==> config.mk <==
export PLATFORM = sky130hd
export DESIGN_NAME = instr_sequencer
export DESIGN_NICKNAME = d
export VERILOG_FILES = /design/src/rtl/risc_pkg.sv /design/src/rtl/instr_sequencer_alu_watchdog.sv /design/src/rtl/instr_sequencer.sv
export SDC_FILE = /design/constraint.sdc
export NUM_CORES = 1
export LEC_CHECK = 0
export CAP_MARGIN = 20
export CORE_UTILIZATION = 41
export CTS_CLUSTER_SIZE = 24
export DETAILED_ROUTE_END_ITERATION = 16
export GPL_TIMING_DRIVEN = 0
export PLACE_DENSITY_LB_ADDON = 0.12
export SYNTH_ARGS = -nofsm -noshare
export SYNTH_HDL_FRONTEND = slang
export SYNTH_HIERARCHICAL = 1
export SYNTH_SLANG_ARGS = --single-unit
==> constraint.sdc <==
create_clock -name clk -period 1.8 [get_ports clk]
set_clock_uncertainty 0.05 [all_clocks]
set_input_delay 0.27 -clock clk [delete_from_list [all_inputs] [get_ports clk]]
set_output_delay 0.27 -clock clk [all_outputs]
set_load 0.005 [all_outputs]
==> src/rtl/risc_pkg.sv <==
// Shared definitions for the RISC microcontroller control path: opcodes,
// instruction field positions, sequencer states and opcode classification.
package risc_pkg;

    localparam logic [3:0] OP_ADD   = 4'h0;
    localparam logic [3:0] OP_SUB   = 4'h1;
    localparam logic [3:0] OP_MUL   = 4'h2;
    localparam logic [3:0] OP_DIV   = 4'h3;
    localparam logic [3:0] OP_AND   = 4'h4;
    localparam logic [3:0] OP_OR    = 4'h5;
    localparam logic [3:0] OP_XOR   = 4'h6;
    localparam logic [3:0] OP_NOT   = 4'h7;
    localparam logic [3:0] OP_LOAD  = 4'h8;
    localparam logic [3:0] OP_STORE = 4'h9;
    localparam logic [3:0] OP_JMP   = 4'hA;
    localparam logic [3:0] OP_BEQ   = 4'hB;
    localparam logic [3:0] OP_HALT  = 4'hF;

    localparam int OPC_MSB = 15;
    localparam int OPC_LSB = 12;
    localparam int RD_MSB  = 11;
    localparam int RD_LSB  = 8;
    localparam int RS1_MSB = 7;
    localparam int RS1_LSB = 4;
    localparam int RS2_MSB = 3;
    localparam int RS2_LSB = 0;

    typedef enum logic [2:0] {
        FETCH,
        DECODE,
        EXEC,
        WAIT_ALU,
        MEM,
        WB,
        HALT,
        FAULT
    } state_t;

    function automatic logic is_single_alu(input logic [3:0] op);
        return op inside {OP_ADD, OP_SUB, OP_AND, OP_OR, OP_XOR, OP_NOT};
    endfunction

    function automatic logic is_writeback(input logic [3:0] op);
        return is_single_alu(op) || (op inside {OP_MUL, OP_DIV, OP_LOAD});
    endfunction

endpackage

==> src/rtl/instr_sequencer_alu_watchdog.sv <==
// Watchdog for the multi-cycle ALU wait: counts enabled cycles since the last
// clear and flags the final permitted cycle.
module alu_watchdog #(
    parameter int ALU_TIMEOUT = 64
) (
    input  logic clk_i,
    input  logic reset_i,
    input  logic clear_i,
    input  logic enable_i,
    output logic expired_o
);

    localparam int CNT_W = (ALU_TIMEOUT > 2) ? $clog2(ALU_TIMEOUT) : 1;

    logic [CNT_W-1:0] count_q;
    logic [CNT_W-1:0] count_d;

    always_comb begin
        count_d = count_q;
        if (clear_i) begin
            count_d = '0;
        end else if (enable_i) begin
            count_d = count_q + CNT_W'(1);
        end
    end

    always_ff @(posedge clk_i) begin
        if (reset_i) begin
            count_q <= '0;
        end else begin
            count_q <= count_d;
        end
    end

    // Count is the zero-based index of the current wait cycle.
    assign expired_o = enable_i && (count_q == CNT_W'(ALU_TIMEOUT - 1));

endmodule

==> src/rtl/instr_sequencer.sv <==
// Multi-cycle instruction sequencer: fetch, decode, ALU/memory handshakes,
// register write strobe and PC ownership.
//   state    | meaning
//   FETCH    | imem_req high, waiting for imem_valid
//   DECODE   | fields latched; branch/jump/NOP resolve the PC here
//   EXEC     | one-cycle alu_start pulse, watchdog cleared
//   WAIT_ALU | waiting for alu_done under watchdog
//   MEM      | dmem_req high, waiting for dmem_ready
//   WB       | write_enable pulse, PC advances
//   HALT     | halted, sticky until reset
//   FAULT    | fault, sticky until reset, PC holds faulting address
module instr_sequencer #(
    parameter int PC_W        = 8,
    parameter int ALU_TIMEOUT = 64
) (
    input  logic            clk,
    input  logic            reset,
    output logic            imem_req,
    input  logic            imem_valid,
    input  logic [15:0]     instr_in,
    output logic [PC_W-1:0] pc,
    output logic [3:0]      opcode,
    output logic [3:0]      rd_addr,
    output logic [3:0]      rs1_addr,
    output logic [3:0]      rs2_addr,
    output logic            alu_start,
    input  logic            alu_done,
    input  logic            div_by_zero,
    input  logic            zero_flag,
    output logic            dmem_req,
    output logic            dmem_we,
    input  logic            dmem_ready,
    output logic            write_enable,
    output logic            halted,
    output logic            fault
);
    import risc_pkg::*;

    state_t          state_q, state_d;
    logic [PC_W-1:0] pc_q, pc_d;
    logic [3:0]      op_q, op_d;
    logic [3:0]      rd_q, rd_d;
    logic [3:0]      rs1_q, rs1_d;
    logic [3:0]      rs2_q, rs2_d;
    logic            wd_expired;
    logic [PC_W-1:0] pc_inc;
    logic [PC_W-1:0] target;

    assign pc_inc = pc_q + PC_W'(1);
    // Jump target is the rs1:rs2 byte, truncated or zero-extended to PC_W.
    assign target = PC_W'({rs1_q, rs2_q});

    alu_watchdog #(
        .ALU_TIMEOUT(ALU_TIMEOUT)
    ) u_watchdog (
        .clk_i    (clk),
        .reset_i  (reset),
        .clear_i  (state_q == EXEC),
        .enable_i (state_q == WAIT_ALU),
        .expired_o(wd_expired)
    );

    always_ff @(posedge clk) begin
        if (reset) begin
            state_q <= FETCH;
            pc_q    <= '0;
            op_q    <= '0;
            rd_q    <= '0;
            rs1_q   <= '0;
            rs2_q   <= '0;
        end else begin
            state_q <= state_d;
            pc_q    <= pc_d;
            op_q    <= op_d;
            rd_q    <= rd_d;
            rs1_q   <= rs1_d;
            rs2_q   <= rs2_d;
        end
    end

    always_comb begin
        state_d = state_q;
        pc_d    = pc_q;
        op_d    = op_q;
        rd_d    = rd_q;
        rs1_d   = rs1_q;
        rs2_d   = rs2_q;
        unique case (state_q)
            FETCH: begin
                if (imem_valid) begin
                    op_d    = instr_in[OPC_MSB:OPC_LSB];
                    rd_d    = instr_in[RD_MSB:RD_LSB];
                    rs1_d   = instr_in[RS1_MSB:RS1_LSB];
                    rs2_d   = instr_in[RS2_MSB:RS2_LSB];
                    state_d = DECODE;
                end
            end
            DECODE: begin
                if (is_single_alu(op_q)) begin
                    state_d = WB;
                end else begin
                    case (op_q)
                        OP_MUL, OP_DIV:    state_d = EXEC;
                        OP_LOAD, OP_STORE: state_d = MEM;
                        OP_JMP: begin
                            pc_d    = target;
                            state_d = FETCH;
                        end
                        OP_BEQ: begin
                            pc_d    = zero_flag ? target : pc_inc;
                            state_d = FETCH;
                        end
                        OP_HALT:           state_d = HALT;
                        default: begin
                            pc_d    = pc_inc;
                            state_d = FETCH;
                        end
                    endcase
                end
            end
            EXEC: state_d = WAIT_ALU;
            WAIT_ALU: begin
                // A completion in the last permitted cycle beats the timeout.
                if (alu_done) begin
                    state_d = (op_q == OP_DIV && div_by_zero) ? FAULT : WB;
                end else if (wd_expired) begin
                    state_d = FAULT;
                end
            end
            MEM: begin
                if (dmem_ready) begin
                    if (op_q == OP_STORE) begin
                        pc_d    = pc_inc;
                        state_d = FETCH;
                    end else begin
                        state_d = WB;
                    end
                end
            end
            WB: begin
                pc_d    = pc_inc;
                state_d = FETCH;
            end
            HALT:    state_d = HALT;
            FAULT:   state_d = FAULT;
            default: state_d = FETCH;
        endcase
    end

    always_comb begin
        imem_req     = 1'b0;
        alu_start    = 1'b0;
        dmem_req     = 1'b0;
        dmem_we      = 1'b0;
        write_enable = 1'b0;
        halted       = 1'b0;
        fault        = 1'b0;
        unique case (state_q)
            FETCH:    imem_req = 1'b1;
            EXEC:     alu_start = 1'b1;
            MEM: begin
                dmem_req = 1'b1;
                dmem_we  = (op_q == OP_STORE);
            end
            WB:       write_enable = is_writeback(op_q);
            HALT:     halted = 1'b1;
            FAULT:    fault = 1'b1;
            default:  ;
        endcase
    end

    assign pc       = pc_q;
    assign opcode   = op_q;
    assign rd_addr  = rd_q;
    assign rs1_addr = rs1_q;
    assign rs2_addr = rs2_q;

endmodule
==> run summary <==
Vias/cell: 5.48
via count: 1,807
CTS tree: done
initial antenna violation count: 0
clock sinks: 33
Final Hold Fails: 0
Die Footprint: 4390 um2
total power: 2.28 mW
first-pass iteration count of the detailed router: 4
drt initial violations: 91
Final Cell Area: 2630 um2
Setup Viol. Count Final: 0
Die X: 66.2 um
Layout Cells excl Fill: 330
CP endpoint kind: output port
Sw Pwr: 0.672 mW
RSZ-0062 raised after global routing: true
Unique masters post-synth: 45
period utilisation layout: 97.0%
outcome: completed
clock share of power: 31.3%
worst r2r src: opcode[2]
Yosys warnings: 6
P_int: 1.60 mW
worst r2r dst: pc[0]
drt wl/cell: 14.1 um
H-tree levels: 2
Starting Density: 44.5%
Max Cap Viol: 0
io pins: 54
WP data arrival: 1430 ps
CP max FO: 4
Highest Clock Rate: 573 MHz
hpwl dp: 3050 um
Final Core Density: 69.2%
All-Layer GR Usage: 21.1%
Antenna Cells: 0
Routed Wire Length: 4640 um
Slew Viols, Final: 0
Layout area overhead: 55.4%
Placement Rows: 22
peak supply drop: 464 uV
Yosys top cell by area: dfxtp_1
Hold Path Cell Cnt: 2
Avg Inst Size Synth: 7.80 um2
CORE AREA: 3800 um2
Nets: 306
number of synthesized flops with an enable pin: 0
cell area after synthesis: 1690 um2
DP Cell Count: 318
Leak: 0.990 nW
reg2reg path depth: 7
worst hold start: rd_addr[3]
Critical Path RT: 1480 ps
first-pass GRT wire length: 7180 um
Clock transition at path regs: 70 ps
WHS Endpoint: rd_addr[3]
Slew headroom: 64.8%
Commonest cells post-synth: nand2_1, dfxtp_1, a21oi_1, nor2_1, nor3_1
CTS Buf Count: 5
Placer Congestion: 0.812
synthesized flop and latch total: 33
Net Sw Frac: 29.5%
most numerous cell in the Yosys netlist: nand2_1
actual slew at the worst max-slew pin: 526 ps
Comb power frac: 30.3%
pin count of the biggest net entering global routing: 12
Worst-Skew Late Latency: 280 ps
Pwr Density: 865 nW/um2
Async SR Flop Fraction: 0%
Register-to-Register Setup Slack: 60 ps
Post-CTS Hold Fix Bufs: 0
Yosys top cell area share: 39.1%
root buffer cell: clkbuf_8
antenna-violating nets left: 0
Final min period: 1750 ps
worst hold-check path type: register to register
port bufs: 53
layout cells sized above 1: 18.8%
largest cells by area after synthesis: dfxtp_1, nand2_1, a21oi_1, nand2b_1, nor2_1
sequential area share after synthesis: 39.1%
ys flop type: dfxtp_1
Setup Crit Path Kind: register to output port
Placement Cell Area: 2280 um2
Seq pwr share: 38.4%
CP startpoint kind: register
Clock Tree Buf Depth: 2
Post-route DRC: 0
Post-Syn Nets: 242
vias in the first global route: 1,633
GR Overflow Total: 0
die height: 66.2 um
Post-Syn Instances: 217
## registers in the layout (all words and copies together), names as in the netlist
signal and cells:
pc 8, u_watchdog/count_q 6, opcode 4, rd_addr 4, rs1_addr 4, rs2_addr 4, state_q 3
## final cells by class
cell class | instances | area, um2
Sequential cell | 33 | 673
Fill cell | 327 | 1170
Multi-Input combinational cell | 166 | 1090
Clock buffer | 7 | 86.3
Clock inverter | 1 | 30.0
Inverter | 3 | 11.3
Timing Repair Buffer | 59 | 572
Tap cell | 48 | 60.1
Buffer | 13 | 106
## cell families after synthesis
family                     Yosys count  share of synthesized area, %
adders and majority gates            2                          1.48
xor gates and xnor gates             5                          2.59
buffers and inverters               18                          5.10
AOI/OAI and AO/OA                   47                          18.0
muxes                                2                          1.26
DFF                                 33                          39.1
and+or+nand+nor                    110                          32.5
## how the worst max path moves through the flow
stage | from | end | slack, ps | cells past startpoint
2_1_floorplan | state_q[0] | state_q[2] | 10 | 7
3_3_place_gp | imem_valid | state_q[2] | -300 | 5
3_5_place_dp | imem_valid | state_q[2] | -250 | 5
4_1_cts | state_q[1] | pc[0] | -30 | 7
5_1_grt | imem_valid | state_q[2] | -30 | 5
6_report | state_q[1] | imem_req | 50 | 2
## per-layer routing
| metal | part of all wire (%) | global-route usage [%] | vias to the layer above |
|---|---|---|---|
| li1 | - | - | 894 |
| met1 | 46 | 27.7 | 864 |
| met2 | 50 | 34.8 | 42 |
| met3 | 3.3 | 3.62 | 7 |
| met4 | 1.1 | 6.91 | 0 |
| met5 | 0 | 0 | - |
## timing repair
| item | CTS | global route |
|---|---|---|
| resized for setup | 32 | 31 |
| buffers inserted | 4 | 2 |
| pin swaps | 6 | 5 |
| endpoints found under the setup margin | 27 | 23 |
## stage by stage
step	hold WS [ps]	setup TNS [ps]	setup slack, ps
after CTS	406	-63.7	-26.9
after global placement	393	-3500	-298
after detailed placement	397	-3380	-254
after floorplan	356	0	13.2
after global routing	427	-59.5	-26.1
final	405	0	53.7
## placed cells by master, fill, tap and decap left out, drive strengths merged, types with 2 or more instances in the layout
cell and instances:
buf 12, dfxtp 33, a21oi 23, nor3b 3, ha 2, or3 2
o21ai 3, a2111oi 2, a31oi 2, nor2b 5, and3 4, o32ai 6
clkdlybuf4s50 47, and2 3, xnor2 2, inv 3, nand2b 10, clkbuf 14
nor2 16, nand2 42, nand4 3, dlygate4sd2 5, o31a 2, nor3 11
o31ai 2, nand3 4, xor2 3
## power by group through the flow
stage               sequential [mW]  combinational [mW]  clock (mW)
floorplan                     0.861               0.311           0
global placement              0.871               0.564           0
detailed placement            0.871               0.566           0
CTS                           0.866               0.622       0.719
global route                  0.883               0.753       0.749
finish                        0.874               0.690       0.711
## worst max-delay path: stages (launching register included)
cell and delay, ps:
dfxtp_2 340, nor3_4 260, clkdlybuf4s50_1 550
Note: power is estimated with default switching activity, not from simulation.
==> RTL edit 1 (config.mk and constraints unchanged) <==
`ALU_TIMEOUT` is set to 64 in 2 places; all go to 128.
--- a/src/rtl/instr_sequencer_alu_watchdog.sv
+++ b/src/rtl/instr_sequencer_alu_watchdog.sv
@@ -3,3 +3,3 @@
 module alu_watchdog #(
-    parameter int ALU_TIMEOUT = 64
+    parameter int ALU_TIMEOUT = 128
 ) (
--- a/src/rtl/instr_sequencer.sv
+++ b/src/rtl/instr_sequencer.sv
@@ -13,3 +13,3 @@
     parameter int PC_W        = 8,
-    parameter int ALU_TIMEOUT = 64
+    parameter int ALU_TIMEOUT = 128
 ) (
Behaviour: same outputs for any inputs over 10 cycles, from zero or initial values and one cycle with reset high; that may be too few to reach the edited logic, so the function may still have changed.
==> RTL edit 1 against the unedited design <==
Worst hold slack improved by 0.0030 ns. Global-route usage rose by 0.057 points. Final cell count rose by 4.5%. Total power fell by 4.4%. Area after synthesis rose by 3.8%. Critical endpoint is now dmem_we. Critical path type unchanged. Maximum frequency fell by 0.83%. Worst setup slack got worse by 0.015 ns. Design area rose by 2.1%. Routed wire length fell by 0.50%. Non-clock buffer count rose by 7. Sequential cell count rose by 1.
==> RTL edit 1: results <==
[run_status]
run_status = finished, final reports clean

[critical_path]
critPathMaxFanout = 9
crit_end = dmem_we
worst-r2r-cell-count = 6
reg2reg_slack_ns = 0.08
critical_path.reg2reg.startpoint = state_q[1]$_SDFFE_PP0P_

[synth]
yosys.area_share.adder = 0.0143
synthesis.nets = 249
yosys_cell_types = 46
synth_seq_area_share = 0.388
ys_top_cells_by_area = dfxtp_1, nand2_1, a21oi_1, nand2b_1, nor3_1
post_synth_most_frequent_cells = nand2_1, dfxtp_1, a21oi_1

[drt]
dr_total_vias = 1797
drt-wirelength-per-cell_um = 13.4

[timing]
timing.hold.ws_ns = 0.408
worst_slew_pin_slew_ns = 0.477

[layout]
post_route_cells_drive_above_1_share = 0.186
layout.nets = 319
nFillCells = 344

[place]
place_hpwl_mm = 3.06
gp_congestion = 0.793

[power]
p_leak_uw = 0.00102
comb_power_share = 0.321

[clock_tree]
post_cts_buffers = 5

[global_routing]
grt_pass1_wl_mm = 7.24
grt_use_total = 0.212
first_global_vias = 1559
## RTL edit 1: cell type report
| cell class | instances | area share |
|---|---|---|
| plain buffers | 13 | 0.0415 |
| clock buffers | 7 | 0.0322 |
| clock inverters | 1 | 0.00186 |
| inverters | 4 | 0.00559 |
| multi-input cells | 170 | 0.401 |
| flip-flops and latches | 34 | 0.261 |
| well taps | 50 | 0.0233 |
| repair buffers | 66 | 0.234 |
## RTL edit 1: metal layers
layer	share of wire	GRT usage
met4	0.0091	0.0718
met1	0.47	0.284
met5	0	0
met2	0.48	0.334
met3	0.043	0.0456
## RTL edit 1: worst max-delay path: stages, from the launching register on
cell and delay (ns):
dfxtp_4 0.39, and4bb_1 0.24, buf_4 0.14, and2_1 0.14, dlygate4sd2_1 0.25
## RTL edit 1: through the flow
| step | cell area (µm²) | instances |
|---|---|---|
| after floorplan | 1760 | 224 |
| final | 2690 | 345 |
| after global routing | 2690 | 345 |
| after detailed placement | 2350 | 327 |
| after global placement | 2350 | 327 |
| after CTS | 2550 | 339 |
==> RTL edit 2 (config.mk and constraints unchanged) <==
Without the edit above. Reset style: asynchronous (`reset` and `reset_i`), changed in 2 clocked blocks.
--- a/src/rtl/instr_sequencer_alu_watchdog.sv
+++ b/src/rtl/instr_sequencer_alu_watchdog.sv
@@ -26,3 +26,3 @@
 
-    always_ff @(posedge clk_i) begin
+    always_ff @(posedge clk_i or posedge reset_i) begin
         if (reset_i) begin
--- a/src/rtl/instr_sequencer.sv
+++ b/src/rtl/instr_sequencer.sv
@@ -62,3 +62,3 @@
 
-    always_ff @(posedge clk) begin
+    always_ff @(posedge clk or posedge reset) begin
         if (reset) begin
Check against the original RTL: differs if reset is asserted again (counterexample within 4 cycles, from zero or initial values and one cycle with reset high); with reset held inactive, the same outputs for 10 cycles.
==> RTL edit 2 against the unedited design <==
The flow now finishes with violations (setup timing). Area after synthesis grew 10%. Routed wire length grew 6.1%. Critical endpoint is now write_enable. Worst setup slack lost 0.11 ns. Sequential share of layout area grew 3.2 points. Sequential cell count is the same. Design area grew 9.6%. Synthesized cell count shrank 17%. Non-clock buffer count grew 10.
Power is not compared: it rests on default switching activity, and its combinational part moved more than twofold at a synthesized area within 25%.
==> RTL edit 2: results <==
[run_status]
run_status = finished, violations left
violated_checks = setup timing

[synth]
synth.mux.area_fraction = 0.129
synth_seq_area_share = 0.442
yosys.area_share.adder = 0.0134
synthesis.nets = 206
synth.yosys.warnings = 6
async_reset_ff_frac = 1.00
synthFlopType = dfrtp_1
ys_top_cells_by_area = dfrtp_1, mux2_1, mux2_2, mux2i_1, nor2_1
synth_compound_area_frac = 0.132
yosys_cell_types = 47
synth_xor_xnor_area_share = 0.0188
post_synth_most_frequent_cells = dfrtp_1, nor2_1, mux2_1

[layout]
signal_buf_overhead = 0.272
final.clkbuf_count = 5
multi_input_gates = 128
nFillCells = 359
fin_area_um2 = 2880
clock_cell_area_share = 0.0400
invs_w_o_clock = 9
post_route_cells_drive_above_1_share = 0.269
multi_input_comb_area_um2 = 1050
non_clock_buffer_count = 82
layout.nets = 284
area.sequential_um2 = 828

[timing]
post-route-worst-setup-slack_ns = -0.0609
setup_viol = 1
worst_slew_pin_slew_ns = 0.588
timing.hold.ws_ns = 0.161

[critical_path]
cpMaxStageDelayCell = dfrtp_1
crit_end = write_enable
worst_path_largest_cell_delay_ns = 0.39
critPathMaxFanout = 10
critical_path.reg2reg.startpoint = opcode[0]$_DFFE_PP0P_
worst-r2r-cell-count = 6
worstReg2RegEnd = pc[1]$_DFFE_PP0P_
critical_path_arrival_ns = 1.54
worst_setup_path_startpoint = opcode[2]$_DFFE_PP0P_
critical_path.top_delay_family = buffers and inverters

[place]
postPlaceCellArea_um2 = 2460
gp_congestion = 0.778
io_buffer_count = 53
place_hpwl_mm = 3.11

[global_routing]
grt_use_total = 0.198
first_global_vias = 1621
grt_max_degree = 28
grt_antenna_before_repair = 0
grt_pass1_wl_mm = 7.56

[clock_tree]
ctsHtreeMaxLevel = 2
postCtsHoldBufs = 0
post_cts_buffers = 14
post_cts.resized_instances = 29
max-clock-path-buffers = 2
clockRootBuffer = clkbuf_8

[hold_path]
hold_class = input pin to asynchronous set/reset pin

[drt]
dr_total_vias = 1728
drt-wirelength-per-cell_um = 15.8
drt_first_iter_violations = 104
RTL edit 2: through the flow:
step                worst slack [ns]  instances  utilization  TNS, ns  total power (µW)
floorplan                     0.0319        181            -        0              2710
global placement              -0.452        286        0.566    -1.04              3710
detailed placement            -0.427        286        0.566    -1.06              3720
CTS                           0.0220        308        0.632        0              4820
global route                  -0.139        312        0.661   -0.139              5410
finish                       -0.0609        312        0.661  -0.0609              5090
RTL edit 2: metal layers:
metal / GRT usage / part of all wire / wire (µm) / vias to the layer above
li1: - / - / - / 824
met3: 0.0610 / 0.047 / 233 / 9
met2: 0.327 / 0.47 / 2340 / 44
met4: 0.0408 / 0.017 / 82 / 0
met1: 0.255 / 0.46 / 2270 / 851
met5: 0 / 0 / 0 / -
RTL edit 2: power breakdown:
group	leakage, µW	switching (µW)	internal, µW	total (µW)
logic	0.000781	1330	1620	2950
clock network	0.0000543	309	414	724
registers	0.000398	325	1080	1410
